`config.mk`:
```
export PLATFORM = sky130hd
export DESIGN_NAME = lsu_mem_if
export DESIGN_NICKNAME = d
export VERILOG_FILES = /design/src/rtl/lsu_mem_if.sv
export SDC_FILE = /design/constraint.sdc
export NUM_CORES = 1
export LEC_CHECK = 0
export ABC_AREA = 1
export BUFFER_PORTS_ARGS = -buffer_cell sky130_fd_sc_hd__buf_2
export CORE_MARGIN = 2
export CORE_UTILIZATION = 51
export DETAILED_ROUTE_END_ITERATION = 6
export PLACE_DENSITY_LB_ADDON = 0.15
export SETUP_SLACK_MARGIN = 0.2
export SYNTH_ARGS = -nofsm -noshare
export SYNTH_HDL_FRONTEND = slang
export SYNTH_SLANG_ARGS = --single-unit
```
`constraint.sdc`:
```
create_clock -name clk_i -period 4.9 [get_ports clk_i]
set_clock_uncertainty 0.1 [all_clocks]
set_input_delay 0.98 -clock clk_i [delete_from_list [all_inputs] [get_ports clk_i]]
set_output_delay 0.98 -clock clk_i [all_outputs]
set_load 0.01 [all_outputs]
```
`src/rtl/lsu_mem_if.sv`:
```
// lsu_mem_if: load/store unit driving a req/ack data-memory bus, stalling the core until each access completes
module lsu_mem_if #(
  parameter int DATA_WIDTH = 32,
  parameter int TIMEOUT_CYCLES = 16
) (
  input  logic                  clk_i,
  input  logic                  rst_i,
  input  logic                  req_valid_i,
  input  logic [1:0]            store_type_i,
  input  logic                  load_en_i,
  input  logic [2:0]            load_type_i,
  input  logic [DATA_WIDTH-1:0] addr_i,
  input  logic [DATA_WIDTH-1:0] wdata_i,
  output logic                  stall_o,
  output logic                  done_o,
  output logic [DATA_WIDTH-1:0] rdata_o,
  output logic                  misalign_o,
  output logic                  err_o,
  output logic                  mem_req_o,
  output logic                  mem_we_o,
  output logic [3:0]            mem_be_o,
  output logic [DATA_WIDTH-1:0] mem_addr_o,
  output logic [DATA_WIDTH-1:0] mem_wdata_o,
  input  logic [DATA_WIDTH-1:0] mem_rdata_i,
  input  logic                  mem_ack_i
);
  typedef enum logic [1:0] {IDLE, REQ, DONE, FAULT} state_t;
  state_t state, state_n;
  logic is_store, active, byte_w, half_w, mis, timeout, we_q, mis_q;
  logic [3:0] be_n, be_q;
  logic [2:0] ltype_q;
  logic [DATA_WIDTH-1:0] wdata_n, wdata_q, addr_q, lane, ext, cnt;
  assign is_store = store_type_i != 2'b00;
  assign active = req_valid_i && (is_store || load_en_i);
  assign byte_w = is_store ? store_type_i == 2'b11 : (load_type_i == 3'b011 || load_type_i == 3'b111);
  assign half_w = is_store ? store_type_i == 2'b10 : (load_type_i == 3'b010 || load_type_i == 3'b110);
  assign mis = half_w ? addr_i[0] : (!byte_w && addr_i[1:0] != 2'b00);
  assign be_n = byte_w ? 4'b0001 << addr_i[1:0] : half_w ? (addr_i[1] ? 4'b1100 : 4'b0011) : 4'b1111;
  assign wdata_n = byte_w ? {4{wdata_i[7:0]}} : half_w ? {2{wdata_i[15:0]}} : wdata_i;
  assign lane = mem_rdata_i >> {addr_q[1:0], 3'b000};
  assign ext = ltype_q == 3'b011 ? {{24{lane[7]}}, lane[7:0]} :
               ltype_q == 3'b111 ? {24'b0, lane[7:0]} :
               ltype_q == 3'b010 ? {{16{lane[15]}}, lane[15:0]} :
               ltype_q == 3'b110 ? {16'b0, lane[15:0]} : mem_rdata_i;
  assign timeout = TIMEOUT_CYCLES > 0 && cnt == DATA_WIDTH'(TIMEOUT_CYCLES - 1);
  always_comb begin
    state_n = state;
    unique case (state)
      IDLE:    state_n = active ? (mis ? FAULT : REQ) : IDLE;
      REQ:     state_n = mem_ack_i ? DONE : timeout ? FAULT : REQ;
      default: state_n = IDLE;
    endcase
  end
  always_ff @(posedge clk_i) begin
    if (rst_i) begin
      state <= IDLE;
      cnt <= '0;
      addr_q <= '0;
      wdata_q <= '0;
      be_q <= '0;
      we_q <= 1'b0;
      ltype_q <= '0;
      mis_q <= 1'b0;
      rdata_o <= '0;
    end else begin
      state <= state_n;
      if (state == IDLE && active) begin
        addr_q <= addr_i;
        wdata_q <= wdata_n;
        be_q <= be_n;
        we_q <= is_store;
        ltype_q <= load_type_i;
        mis_q <= mis;
        cnt <= '0;
      end
      if (state == REQ) cnt <= cnt + 1'b1;
      if (state == REQ && mem_ack_i && !we_q) rdata_o <= ext;
    end
  end
  // bus outputs are gated so they read zero outside an active request
  assign mem_req_o = state == REQ;
  assign mem_we_o = mem_req_o && we_q;
  assign mem_be_o = mem_req_o ? be_q : 4'b0;
  assign mem_addr_o = mem_req_o ? {addr_q[DATA_WIDTH-1:2], 2'b00} : '0;
  assign mem_wdata_o = mem_req_o ? wdata_q : '0;
  assign stall_o = (state == IDLE && active) || state == REQ;
  assign done_o = state == DONE || state == FAULT;
  assign misalign_o = state == FAULT && mis_q;
  assign err_o = state == FAULT && !mis_q;
endmodule

```
Yosys cells after proc, flatten, opt, wreduce, memory -nomap -nowiden:

Index checks and enable logic that the tools add are counted.

* word-level logic and storage cells: 68
* bits of input ports: 106
* bits in latches: 0
* register bits: 139
* memories kept: 0
* bits in writable memories: 0
* bits in read-only memories: 0

* magnitude comparators: 0
* equality and inequality tests: 14
* shift operators: 2
* bitwise operators: 0
* muxes and demuxes: 22
* multipliers: 0
* $add $sub $neg: 1
* divide/modulo/power cells: 0
* reductions and logical operators: 20

Operators by type and width (count)
* 32-bit two-way mux: 10
* 32-bit by 1-bit adder with 32-bit output, second input constant: 1
* 32-bit by 4-bit equality test with 1-bit output, second input constant: 1
* 32-bit by 5-bit right shift with 16-bit output: 1
* 4-bit two-way mux: 4
* 3-bit by 2-bit equality test with 1-bit output, second input constant: 4
* 3-bit equality test, second input constant: 4
* 2-bit equality test, second input constant: 4
* 1-bit logical AND: 8
* 2-bit two-way mux: 4
* 2-bit nonzero test: 3
* 1-bit logical OR: 5
* 2-bit case mux with 2 select lines: 1
* 1-bit by 2-bit left shift with 4-bit output, first input constant: 1
* 1-bit zero test: 3
* 1-bit two-way mux: 3
* 2-bit by 1-bit equality test with 1-bit output, second input constant: 1
* 2-bit zero test: 1

Longest topological paths before layout:

* depth in word-level cells: 9
* mapped depth: 11
* mapped depth without buffers: 10

Least setup slack after synthesis:

No wires, ideal clock.

* path type: input -> output
* start: input store_type_i[1]
* end: output stall_o
* data required time: 3.820 ns
* arrival: 1.657 ns
* setup slack: 2.163 ns
* buffers on the path: 1
* stages on the path: 7
* path through: inv_2 > nand2_1 > nor2_1 > nor2_2 > buf_4 > nor2_2 > inv_1

* word-level cells in the longest chain between the ends: 5

Ends and longest elaborated chain
* start, declared: line 9 `input logic [1:0] store_type_i,`
* 2-bit nonzero test: line 33 `assign is_store = store_type_i != 2'b00;`
* 1-bit logical OR: line 34 `assign active = req_valid_i && (is_store || load_en_i);`
* 1-bit logical AND: line 34
* 1-bit logical AND: line 86 `assign stall_o = (state == IDLE && active) || state == REQ;`
* 1-bit logical OR: line 86
* end, declared: line 14 `output logic stall_o,`

No other way between the ends.

Final worst setup path:

* start: register state[1]
* end: output stall_o

* word-level cells in the longest chain between the ends: 3
* elaborated cells between the ends (all ways): 4

Ends and longest elaborated chain
* start, declared: line 28 `state_t state, state_n;`
* start signal, assigned: line 66 `state <= state_n;`
* 2-bit zero test: line 86
* 1-bit logical AND: line 86
* 1-bit logical OR *: line 86

Mark *: on every way between the ends. The rest lies on a longest branch, timed or not.

==> flow_summary_export.csv <==
group,metric,value,unit
synth,yosys-top-cells-count,"183 x nor2_1, 170 x nand2_1, 155 x inv_1, 139 x dfxtp_1, 139 x o21ai_0",
synth,yosys.area.top_type,"dfxtp_1",
synth,syn_area,7224,um2
setup_path,path_max_fanout,32,
power_and_ir_drop,p_per_area,334.7,nW/um2
timing,worst_pin_slew,952.0,ps
layout,fillCellCount,1352,
die,coreArea,13880,um2
synth,synth_compound_area_share,21.37,%
flow_run,maxCapViolations,0,
setup_path,cp_cell_sequence,"inv_2 -> nand2_2 -> inv_2 -> nor2_2 -> inv_1 -> buf_2",
die,ios,212,
synth,netlist.area_leader.share,38.52,%
die,die_h,123.0,um
global_route,overflow,0,
synth,ys_ff_latch,139,
setup_path,worst_setup_path_start_kind,"flip-flop",
die,die_width,123.0,um
timing,rsz0062_at_grt,"false",
timing,setup-violations-final,0,
synth,synth_fa_ha_area_share,0.1732,%
synth,synthMuxAreaShare,0,%
layout,multi_input_area,3506,um2
drt,drc,0,
layout,final_nets,1392,
setup_path,crit_path_max_incr_delay,480,ps
clock_tree,htreeDepth,4,
setup_path,crit_arrival,2350,ps
layout,syn2layout_area_growth,21.75,%
clock_tree,postCtsResizedCells,0,
drt,drt-initial-drc-count,592,
clock_tree,cts_root_buffer,"clkbuf_16",
placement,placed_cells,1446,
synth,ys_warn_count,0,
synth,synth.most_common_cell,"nor2_1",
synth,synthCells,1110,
layout,regArea,2783,um2
drt,postRouteAntennaNets,0,
global_route,grt_pass1_vias,6667,
global_route,antenna_found_initial,0,
clock_tree,cts_sinks,139,
setup_path,path_delay_family,"simple AND/OR/NAND/NOR gates",
clock_tree,postCtsSetupBuffers,0,
layout,fin_area,8796,um2
timing,fin_crit,3429,ps
drt,routed_via_density,5.128,
synth,synth-simple-area-share,26.84,%
placement,portBuffers,209,
timing,fmax,291.6,MHz
timing,post-route-period-util,69.99,%
layout,instances_no_fill,1478,
layout,antenna_cells,0,
placement,gp_congestion,0.8788,
setup_path,path_buf_inv,4,
status,status,"finished clean",
timing,relSlewSlack,36.44,%
clock_tree,clkLatencyLatePin,420,ps
die,num_rows,43,
setup_path,endpoint_kind,"output port",
clock_tree,cts_buffers,17,
setup_path,cp_slowest_cell,"nand2_2",
drt,via_count,7579,
placement,dp_slack,1700,ps
placement,dp_hpwl,14.08,mm
clock_tree,clk_path_buf_depth,2,
die,dieArea,15130,um2
synth,ys_seq_area_share,38.52,%
global_route,grt_max_degree,66,
timing,setup_slack,1471,ps
setup_path,cp_data_required_time,3820,ps
global_route,grt_pass1_wl,31.79,mm
global_route,grt_usage,26.34,%
synth,syn_avg_cell_area,6.508,um2
clock_tree,cts_tree,"yes",
synth,ys_types,43,
synth,synth_xor_area_share,0,%
synth,ys_top_cells_by_area,"dfxtp_1 39%, o21ai_0 9.6%, nor2_1 9.5%",
timing,finalHoldViolations,0,
layout,drive_above_1_share,22.80,%
synth,synth_edf_count,0,
drt,wl_per_cell,13.65,um
worst_hold_path,holdCritPathClass,"flip-flop to flip-flop",
synth,ys.flop_type,"dfxtp_1",
timing,maxSlewViolCount,0,
setup_path,cpMostUsedCell,"inv_2",
setup_path,critPathKind,"flip-flop to output port",
clock_tree,path_clk_slew,60,ps
power_and_ir_drop,ir_worst_vdd,239.6,uV
power_and_ir_drop,leakagePower,4.144,nW
drt,wl,20.17,mm
clock_tree,holdBufCountCts,0,
layout,post-route-util,63.37,%
synth,async_flop_share,0,%
timing,setup_tns,0,ps
placement,place_area,8228,um2
die,initial_core_util,52.05,%
synth,synth_top_family_by_area,"simple AND/OR/NAND/NOR gates",
drt,drtPass1Iterations,5,
[tightest hold or removal path, stage by stage (launching register included)]
cell and delay [ps]:
dfxtp_1 300, inv_1 60, a21oi_1 50
[cell usage in the layout (no fill, tap or decap), drive strengths merged]
cell type and n:
buf 214, nor2 198, nand2 181, inv 169, o21ai 144, dfxtp 139, a21oi 129, nand3 46
clkbuf 17, nor3 10, nand4 9, clkinv 8, o211ai 7, a22oi 5, clkinvlp 4, a211oi 3
nor4 2, a31oi 2, conb 2, o21a 1, and3 1, nand3b 1, o31ai 1, o22ai 1
nor3b 1, or2 1, ha 1, bufinv 1
[state kept, by name, summed over array words and instances (netlist names)]
name     flops
be_q         4
addr_q      32
mis_q        1
state        2
wdata_q     32
we_q         1
ltype_q      3
rdata_o     32
cnt         32
[metal layers]
metal,share of wire [%],wire length [um],vias to the layer above,global-route usage [%]
li1,-,-,3884,-
met1,45,9152,3364,35.58
met2,45,9038,300,41.92
met3,8.0,1612,31,5.996
met4,1.8,366,0,8.239
met5,0,0,-,0
[worst paths after layout]
check	depth (start not counted)	to	startpoint	slack, ps
setup / recovery	6	stall_o	state[1]	1470
setup reg to reg	7	rdata_o[25]	state[0]	2230
hold / removal	2	addr_q[15]	addr_q[15]	350
hold reg to reg	2	addr_q[15]	addr_q[15]	350
[cell type report]
cell class | count | area share (%)
multi-input cells | 746 | 39.86
flip-flops and latches | 139 | 31.64
well taps | 180 | 2.560
clock inverters | 15 | 1.622
repair buffers | 214 | 12.32
clock buffers | 17 | 4.836
inverters | 167 | 7.169
[logic make-up (layout without fill, tap and decap cells)]
| family | count (synthesis) | count (layout) |
|---|---|---|
| simple gates | 450 | 450 |
| compound gates | 293 | 293 |
| buf+inv | 226 | 413 |
| flops | 139 | 139 |
| fa+ha+maj | 1 | 1 |
| other cells | 1 | 2 |
[per-stage QoR]
stage / hold slack, ps / total power (W)
after detailed placement: 346.1 / 0.001728
after floorplan: 330.0 / 0.001584
final: 352.0 / 0.002944
after CTS: 355.7 / 0.002961
after global placement: 339.6 / 0.001722
after global routing: 373.8 / 0.003077
[power by group]
| part | leakage [nW] | switching (W) | internal [W] |
|---|---|---|---|
| Sequential | 1.14 | 0.0000392 | 0.00121 |
| Clock | 0.268 | 0.000529 | 0.000706 |
| Combinational | 2.74 | 0.000303 | 0.000156 |
Power figures use the tool's default switching activity.
